<file path="config.mk">
export PLATFORM = sky130hd
export DESIGN_NAME = maprom_load_tracker
export DESIGN_NICKNAME = d
export VERILOG_FILES = /design/src/rtl/maprom_load_tracker_pkg.sv /design/src/rtl/maprom_load_tracker_strobe_sync_edge.sv /design/src/rtl/maprom_load_tracker.sv
export SDC_FILE = /design/constraint.sdc
export NUM_CORES = 1
export LEC_CHECK = 0
export CORE_ASPECT_RATIO = 0.5
export CORE_MARGIN = 2
export CORE_UTILIZATION = 55
export CTS_CLUSTER_DIAMETER = 80
export DETAILED_ROUTE_END_ITERATION = 10
export PLACE_DENSITY = 0.81
export RECOVER_POWER = 100
export SLEW_MARGIN = 20
export SYNTH_ARGS = -nofsm -noshare
export SYNTH_HDL_FRONTEND = slang
export SYNTH_SLANG_ARGS = --single-unit
</file>
<file path="constraint.sdc">
create_clock -name clk -period 2.6 [get_ports clk]
set_input_delay 0.52 -clock clk [delete_from_list [all_inputs] [get_ports clk]]
set_output_delay 0.52 -clock clk [all_outputs]
set_load 0.005 [all_outputs]
</file>
<file path="src/rtl/maprom_load_tracker_pkg.sv">
// Shared constants for the MapROM load tracker: FSM encoding and ROM window geometry.
package maprom_pkg;

  typedef logic [1:0] state_t;

  localparam state_t ST_IDLE    = 2'd0;
  localparam state_t ST_LOADING = 2'd1;
  localparam state_t ST_DONE    = 2'd2;
  localparam state_t ST_FAULT   = 2'd3;

  localparam logic [23:0] ROM_BASE   = 24'hF8_0000;
  localparam int          PAGE_W_DEF = 7;
  localparam logic [6:0]  LAST_PAGE  = 7'h7F;

endpackage

</file>
<file path="src/rtl/maprom_load_tracker_strobe_sync_edge.sv">
// Brings the asynchronous combined data strobe into the clk domain and emits a
// single-cycle pulse on each falling edge (one pulse per bus cycle).
module strobe_sync_edge (
  input  logic clk,
  input  logic maprom_rst,
  input  logic strb_n,
  output logic ev
);

  logic [1:0] sync_r;
  logic       prev_r;

  // Idle level of the strobe is high, so reset to 1 to avoid a spurious pulse.
  always_ff @(posedge clk or posedge maprom_rst) begin
    if (maprom_rst) begin
      sync_r <= 2'b11;
      prev_r <= 1'b1;
      ev     <= 1'b0;
    end else begin
      sync_r <= {sync_r[0], strb_n};
      prev_r <= sync_r[1];
      ev     <= prev_r & ~sync_r[1];
    end
  end

endmodule

</file>
<file path="src/rtl/maprom_load_tracker.sv">
// Qualifies an ordered, complete Kickstart load into the F80000-FFFFFF shadow
// window before MapROM is allowed to engage.
module maprom_load_tracker
  import maprom_pkg::*;
#(
  parameter int PAGE_W  = PAGE_W_DEF,
  parameter int MIN_WR  = 16,
  parameter int CNT_W   = 5,
  parameter int TIMEOUT = 1 << 20,
  parameter int TO_W    = 21
) (
  input  logic                 clk,
  input  logic                 maprom_rst,
  input  logic [PAGE_W+11:12]  ah,
  input  logic                 rom_range,
  input  logic                 rw,
  input  logic                 _uds,
  input  logic                 _lds,
  input  logic                 maprom_on,
  output logic                 maprom_loaded,
  output logic                 maprom_fault,
  output logic [PAGE_W-1:0]    progress
);

  localparam logic [PAGE_W-1:0] PAGE_ZERO = {PAGE_W{1'b0}};
  localparam logic [PAGE_W-1:0] LAST_PG   = {PAGE_W{1'b1}};
  localparam logic [PAGE_W:0]   PAGE_ONE  = {{PAGE_W{1'b0}}, 1'b1};
  localparam logic [CNT_W-1:0]  CNT_ONE   = {{(CNT_W-1){1'b0}}, 1'b1};
  localparam logic [CNT_W-1:0]  CNT_MAX   = {CNT_W{1'b1}};
  localparam logic [CNT_W-1:0]  CNT_MIN   = CNT_W'(MIN_WR);
  localparam logic [TO_W-1:0]   TO_ZERO   = {TO_W{1'b0}};
  localparam logic [TO_W-1:0]   TO_ONE    = {{(TO_W-1){1'b0}}, 1'b1};
  localparam logic [TO_W-1:0]   TO_LAST   = TO_W'(TIMEOUT - 1);

  logic              ev_s;
  logic              q_s;
  logic [PAGE_W-1:0] page_s;
  logic [PAGE_W:0]   next_page_s;
  logic              bad_s;

  state_t            state_r, state_n;
  logic [PAGE_W-1:0] cur_r, cur_n;
  logic [CNT_W-1:0]  cnt_r, cnt_n;
  logic [TO_W-1:0]   to_r, to_n;

  strobe_sync_edge u_strobe (
    .clk        (clk),
    .maprom_rst (maprom_rst),
    .strb_n     (_uds & _lds),
    .ev         (ev_s)
  );

  assign page_s      = ah;
  assign q_s         = ev_s & rom_range & ~rw & ~maprom_on;
  // One bit wider than the page index so the last page never wraps to page 0.
  assign next_page_s = {1'b0, cur_r} + PAGE_ONE;

  // Next-state, page/count and timeout evaluation.
  always_comb begin
    state_n = state_r;
    cur_n   = cur_r;
    cnt_n   = cnt_r;
    to_n    = to_r;
    bad_s   = 1'b0;
    case (state_r)
      ST_IDLE: begin
        if (q_s && (page_s == PAGE_ZERO)) begin
          state_n = ST_LOADING;
          cur_n   = PAGE_ZERO;
          cnt_n   = CNT_ONE;
          to_n    = TO_ZERO;
        end else begin
          state_n = ST_IDLE;
        end
      end
      ST_LOADING: begin
        if (q_s) begin
          to_n = TO_ZERO;
          if (page_s == cur_r) begin
            cnt_n = (cnt_r == CNT_MAX) ? cnt_r : cnt_r + CNT_ONE;
          end else if (page_s < cur_r) begin
            cnt_n = cnt_r;
          end else if (({1'b0, page_s} == next_page_s) && (cnt_r >= CNT_MIN)) begin
            cur_n = page_s;
            cnt_n = CNT_ONE;
          end else begin
            bad_s = 1'b1;
          end
          if (bad_s) begin
            state_n = ST_FAULT;
          end else if ((cur_n == LAST_PG) && (cnt_n >= CNT_MIN)) begin
            state_n = ST_DONE;
          end else begin
            state_n = ST_LOADING;
          end
        end else if (!maprom_on) begin
          if (to_r == TO_LAST) begin
            state_n = ST_FAULT;
          end else begin
            to_n = to_r + TO_ONE;
          end
        end else begin
          to_n = to_r;
        end
      end
      ST_DONE: begin
        state_n = ST_DONE;
      end
      ST_FAULT: begin
        state_n = ST_FAULT;
      end
      default: begin
        state_n = ST_FAULT;
      end
    endcase
  end

  // State, counters and registered outputs.
  always_ff @(posedge clk or posedge maprom_rst) begin
    if (maprom_rst) begin
      state_r       <= ST_IDLE;
      cur_r         <= PAGE_ZERO;
      cnt_r         <= {CNT_W{1'b0}};
      to_r          <= TO_ZERO;
      maprom_loaded <= 1'b0;
      maprom_fault  <= 1'b0;
      progress      <= PAGE_ZERO;
    end else begin
      state_r       <= state_n;
      cur_r         <= cur_n;
      cnt_r         <= cnt_n;
      to_r          <= to_n;
      maprom_loaded <= (state_n == ST_DONE);
      maprom_fault  <= (state_n == ST_FAULT);
      progress      <= cur_n;
    end
  end

endmodule

</file>
# Word-level counts from Yosys, hierarchy flattened
# Cells that the tools add are included.
[op_classes]
n_addsub = 3
n_mul = 0
n_div = 0
order_cmp = 3
eq_ne = 14
shift = 0
n_mux = 34
bitwise = 8
n_reduce_logical = 8
[ops]
columns = ["op", "n"]
rows = [
  ["$mux 21", 4],
  ["$mux 7", 7],
  ["$pmux 21 s2", 1],
  ["$mux 5", 8],
  ["$add 21x1->21 const B", 1],
  ["$eq 21x20->1 const B", 1],
  ["$pmux 7 s2", 1],
  ["$ge 5x5->1 const B", 2],
  ["$mux 2", 5],
  ["$pmux 5 s2", 1],
  ["$add 7x1->8 const B", 1],
  ["$eq 2x2->1 const B", 4],
  ["$eq 7x8->1", 1],
  ["$pmux 2 s4", 1],
  ["$eq 7x7->1", 1],
  ["$eq 7x7->1 const B", 1],
  ["$logic_not 7->1", 1],
  ["$lt 7x7->1", 1],
  ["$mux 1", 6],
  ["$ne 3x3->1 const B", 2],
  ["$add 5x1->5 const B", 1],
  ["$and 1x1->1", 5],
  ["$eq 5x5->1 const B", 1],
  ["$ne 2x2->1 const B", 2],
  ["7 further kinds", 11],
]
[totals]
regBits = 41
latch_bits = 0
ramBits = 0
romBits = 0
input_bits = 14
output_inout_bits = 9
elab_cells = 79
memories = 0

# Logic depth before layout (Yosys ltp)
[depth]
ltp_word = 15
mapped_depth = 9
ltp_nobuf = 8

# Modules after synthesis
# From an unflattened synthesis, not the netlist that was laid out.
[hier_totals]
hier_cells = 267
area_unflattened_um2 = 2494.9
[modules_own_cells]
columns = ["mod", "n_inst", "cells_per_inst", "area_per_inst_um2"]
rows = [
  ["maprom_load_tracker", 1, 261, 2373.5],
  ["strobe_sync_edge", 1, 6, 121.4],
]

# Worst setup path before layout
# Ideal clock, no wire load.
[synth_timing]
path_type = "in2reg"
startpoint = "input port ah[15] in the netlist's numbering"
endpoint = "register to_r[14]"
arrival_ns = 2.384
required_ns = 2.480
setup_slack_ns = 0.096
path_stages = 7
cell_sequence = "or4_4 o41a_1 or3_1 buf_4 nor3_2 a21oi_1 a31o_1"
[synth_via]
elab_chain_len = 4
[synth_rtl]
columns = ["element", "line_no", "source"]
rows = [
  ["from (decl)", "maprom_load_tracker.sv:14", "input logic [PAGE_W+11:12] ah,"],
  ["$logic_not 7->1", "maprom_load_tracker.sv:67", "if (q_s && (page_s == PAGE_ZERO)) begin"],
  ["$logic_and 1x1->1", "maprom_load_tracker.sv:67", ""],
  ["$ne 2x2->1 (no line)", "--", ""],
  ["$reduce_and 4->1 (no line)", "--", ""],
  ["to (signal assigned)", "maprom_load_tracker.sv:132", "to_r <= to_n;"],
  ["to (decl)", "maprom_load_tracker.sv:44", "logic [TO_W-1:0] to_r, to_n;"],
]
# No other way between the ends.
# A chain may end at the register's enable or synchronous reset.

# Final worst setup path
[layout_timing]
startpoint = "input port ah[13] in the netlist's numbering"
endpoint = "register cnt_r[2]"
[layout_via]
elab_chain_len = 9
elab_cells_between_ends = 15
[layout_rtl]
columns = ["element", "line_no", "source"]
rows = [
  ["parallel branches: the longest is 9 deep, another holds $lt 7x7->1", "--", ""],
  ["to (signal assigned)", "maprom_load_tracker.sv:123", "cnt_r <= {CNT_W{1'b0}};"],
  ["to (signal assigned)", "maprom_load_tracker.sv:131", "cnt_r <= cnt_n;"],
  ["to (decl)", "maprom_load_tracker.sv:43", "logic [CNT_W-1:0] cnt_r, cnt_n;"],
]
# Parallel ways; which one is timed is not known. The select of a mux whose other input is x is not followed.

==> run metrics <==
Initial DRT Pass Iterations 5; Synth-to-Final Area Change 27.5%; clk buf depth 2; Seq cells post-synth 41; most frequent cell after synthesis dfrtp_1; R2R cell count 9; main flop type after synthesis dfrtp_1; number of cell rows 17; Die Ht around 52 um; Syn Nets ~310; 1st-iter DRT viols 171; Initial Utilization between 50% and 60%; worst min path class reg2reg; Mapped Cells 288; GRT Overall Usage approximately 28%; ranking of synthesized cells by area dfrtp_1 37%, nand3_1 5.9%, ha_1 4.9%, nand2_1 4.7%, xnor2_1 3.4%; Die W about 100 um; CTS Buf Count 5; largest net degree at the start of global routing 42; final setup fails 0; WP data arrival roughly 2.7 ns; area share of the largest cell type after synthesis ~37%; Total Wirelength 6830 um; Avg WL per Cell approximately 17 um; Final Max Tran Viols 0; Syn Area/Cell 8.86 um^2; Final Cycle Share 97.4%; ratio of cells with drive above 1 in the final layout a little over a fifth; Worst-Margin Slew 1.03 ns; DRC Markers 0; # clock sinks 41; sequential share of the synthesized area just over 40%; Critical Path Sink Type register; final worst path period need roughly 2.5 ns; placed inst area between 0.003 and 0.004 mm^2; Synthesis Warnings 0; Critical Path RT 2.76 ns; Max Freq roughly 390 MHz; H-tree Lvls 2; Core Footprint 0.00442 mm^2; Post-synth EDFFs 0; Layout Utilization 73.5%; ys async rst share 100%; hold slack between 0.3 and 0.4 ns; Relative slew margins between 30% and 40%; Hold Violations, Final 0; Nets 369; number of global-route vias before repair 2428; setup ws final 0.0674 ns; pre-CTS WS -0.566 ns; via count ~2.5k; overall power approximately 1.3 mW; Top Ports 23; CTS tree done; Post-Synthesis Cell Area 0.00255 mm^2; post-DP HPWL slightly below 5000 um; startpoint type of the worst setup path input pin; clock-pin transition on the worst setup and hold timing paths approximately 0.070 ns; Post-Layout Inst Area 0.00325 mm^2; hold depth 0; Vias/cell a little over 6; antenna cells 0; Commonest cells post-synth 38 x dfrtp_1, 32 x nand2_1, 30 x nand3_1, 23 x nor2_1, 16 x inv_1; critical-path maximum fanout 4; status complete, no violations; post-route setup TNS 0 ns; Max rail drop VDD about 0.20 mV; area of the die 0.00523 mm^2; initial antenna violation count 0; Root Buffer clkbuf_8; Routed Antenna Nets 0; clk_lat worst skew around 0.30 ns; cell count after placement 394; GRT overflow 0; Cell Count, Final, Fillers Out 402; # Max-Cap Violations 0; RePlAce Congestion between 0.9 and 1; crit path kind in2reg; PortBufs 22; Yosys top cell by area dfrtp_1; P per Cell Area 386 mW/mm^2; CTS hold repair buffers 0; first-pass GRT wire length between 10000 and 15000 um; Post-Route Skew around 0.0073 ns; Synth cell types 55; Leak 1.34 nW
[where the power goes]
part / internal [mW] / switching [mW]
logic: 0.0472 / 0.0477
clock network: 0.279 / 0.230
registers: 0.645 / 0.00514
[sequential cells by signal (all words and copies together), names as in the netlist]
name and cells:
to_r 21, cur_r 7, cnt_r 5, state_r 2, u_strobe.sync_r 2, maprom_fault 1
maprom_loaded 1, u_strobe.ev 1, u_strobe.prev_r 1
[timing repair]
item,4_1_cts,5_1_grt
endpoints found under the setup margin,26,23
buffers inserted,2,0
gates resized for setup,16,14
pin swaps,7,8
[logic make-up after synthesis]
logic type	Yosys count	synth area share, %
AO/OA/AOI/OAI	58	15.3
AND/OR/NAND/NOR	135	29.1
XOR/XNOR	17	5.84
adder cells (fa/ha/maj)	11	5.30
buffers and inverters	26	4.07
flip-flops	41	40.4
[final timing paths]
kind,from,endpoint,slack (ns)
max,ah[13],cnt_r[2],0.07
min,u_strobe.sync_r[0],u_strobe.sync_r[1],0.36
max reg2reg,cur_r[1],cnt_r[2],0.11
min reg2reg,u_strobe.sync_r[0],u_strobe.sync_r[1],0.36
max in group asynchronous,maprom_rst,cur_r[1],0.91
min in group asynchronous,maprom_rst,to_r[12],0.99
[critical path, cell delays in order]
cell             delay (ns)
clkdlybuf4s50_1        0.43
buf_4                  0.16
xor2_1                 0.17
a211oi_2               0.19
o21ai_2                0.10
buf_4                  0.15
or4_4                  0.54
buf_4                  0.17
o211ai_1               0.16
a21oi_1                0.11
[per-layer routing]
metal / wire (um) / vias to the layer above / global-route usage, %
met5: 0 / - / 0
met2: 3310 / 123 / 48.4
met4: 123 / 0 / 11.6
met1: 2940 / 1185 / 35.3
li1: - / 1155 / -
met3: 447 / 18 / 4.03
[layout make-up]
type                       count  area [um^2]
inverter                      16         60.1
clock inverter                 2         35.0
tap                           57         71.3
timing repair buffer          60          493
fill                         305         1170
multi-input combinational    221         1490
sequential                    41         1030
clock buffer                   5         68.8
[cells in the final DEF (no fill, tap or decap), types with 9 or more instances in the layout]
| cell type | netlist | layout |
|---|---|---|
| o21ai_0 | 13 | 11 |
| nor2_1 | 23 | 22 |
| nand3_1 | 30 | 29 |
| inv_1 | 16 | 16 |
| ha_1 | 10 | 10 |
| xnor2_1 | 10 | 10 |
| nand2_1 | 32 | 32 |
| buf_4 | 1 | 34 |
| dfrtp_1 | 38 | 37 |
| a21oi_1 | 11 | 9 |
(Power assumes the default switching activity.)
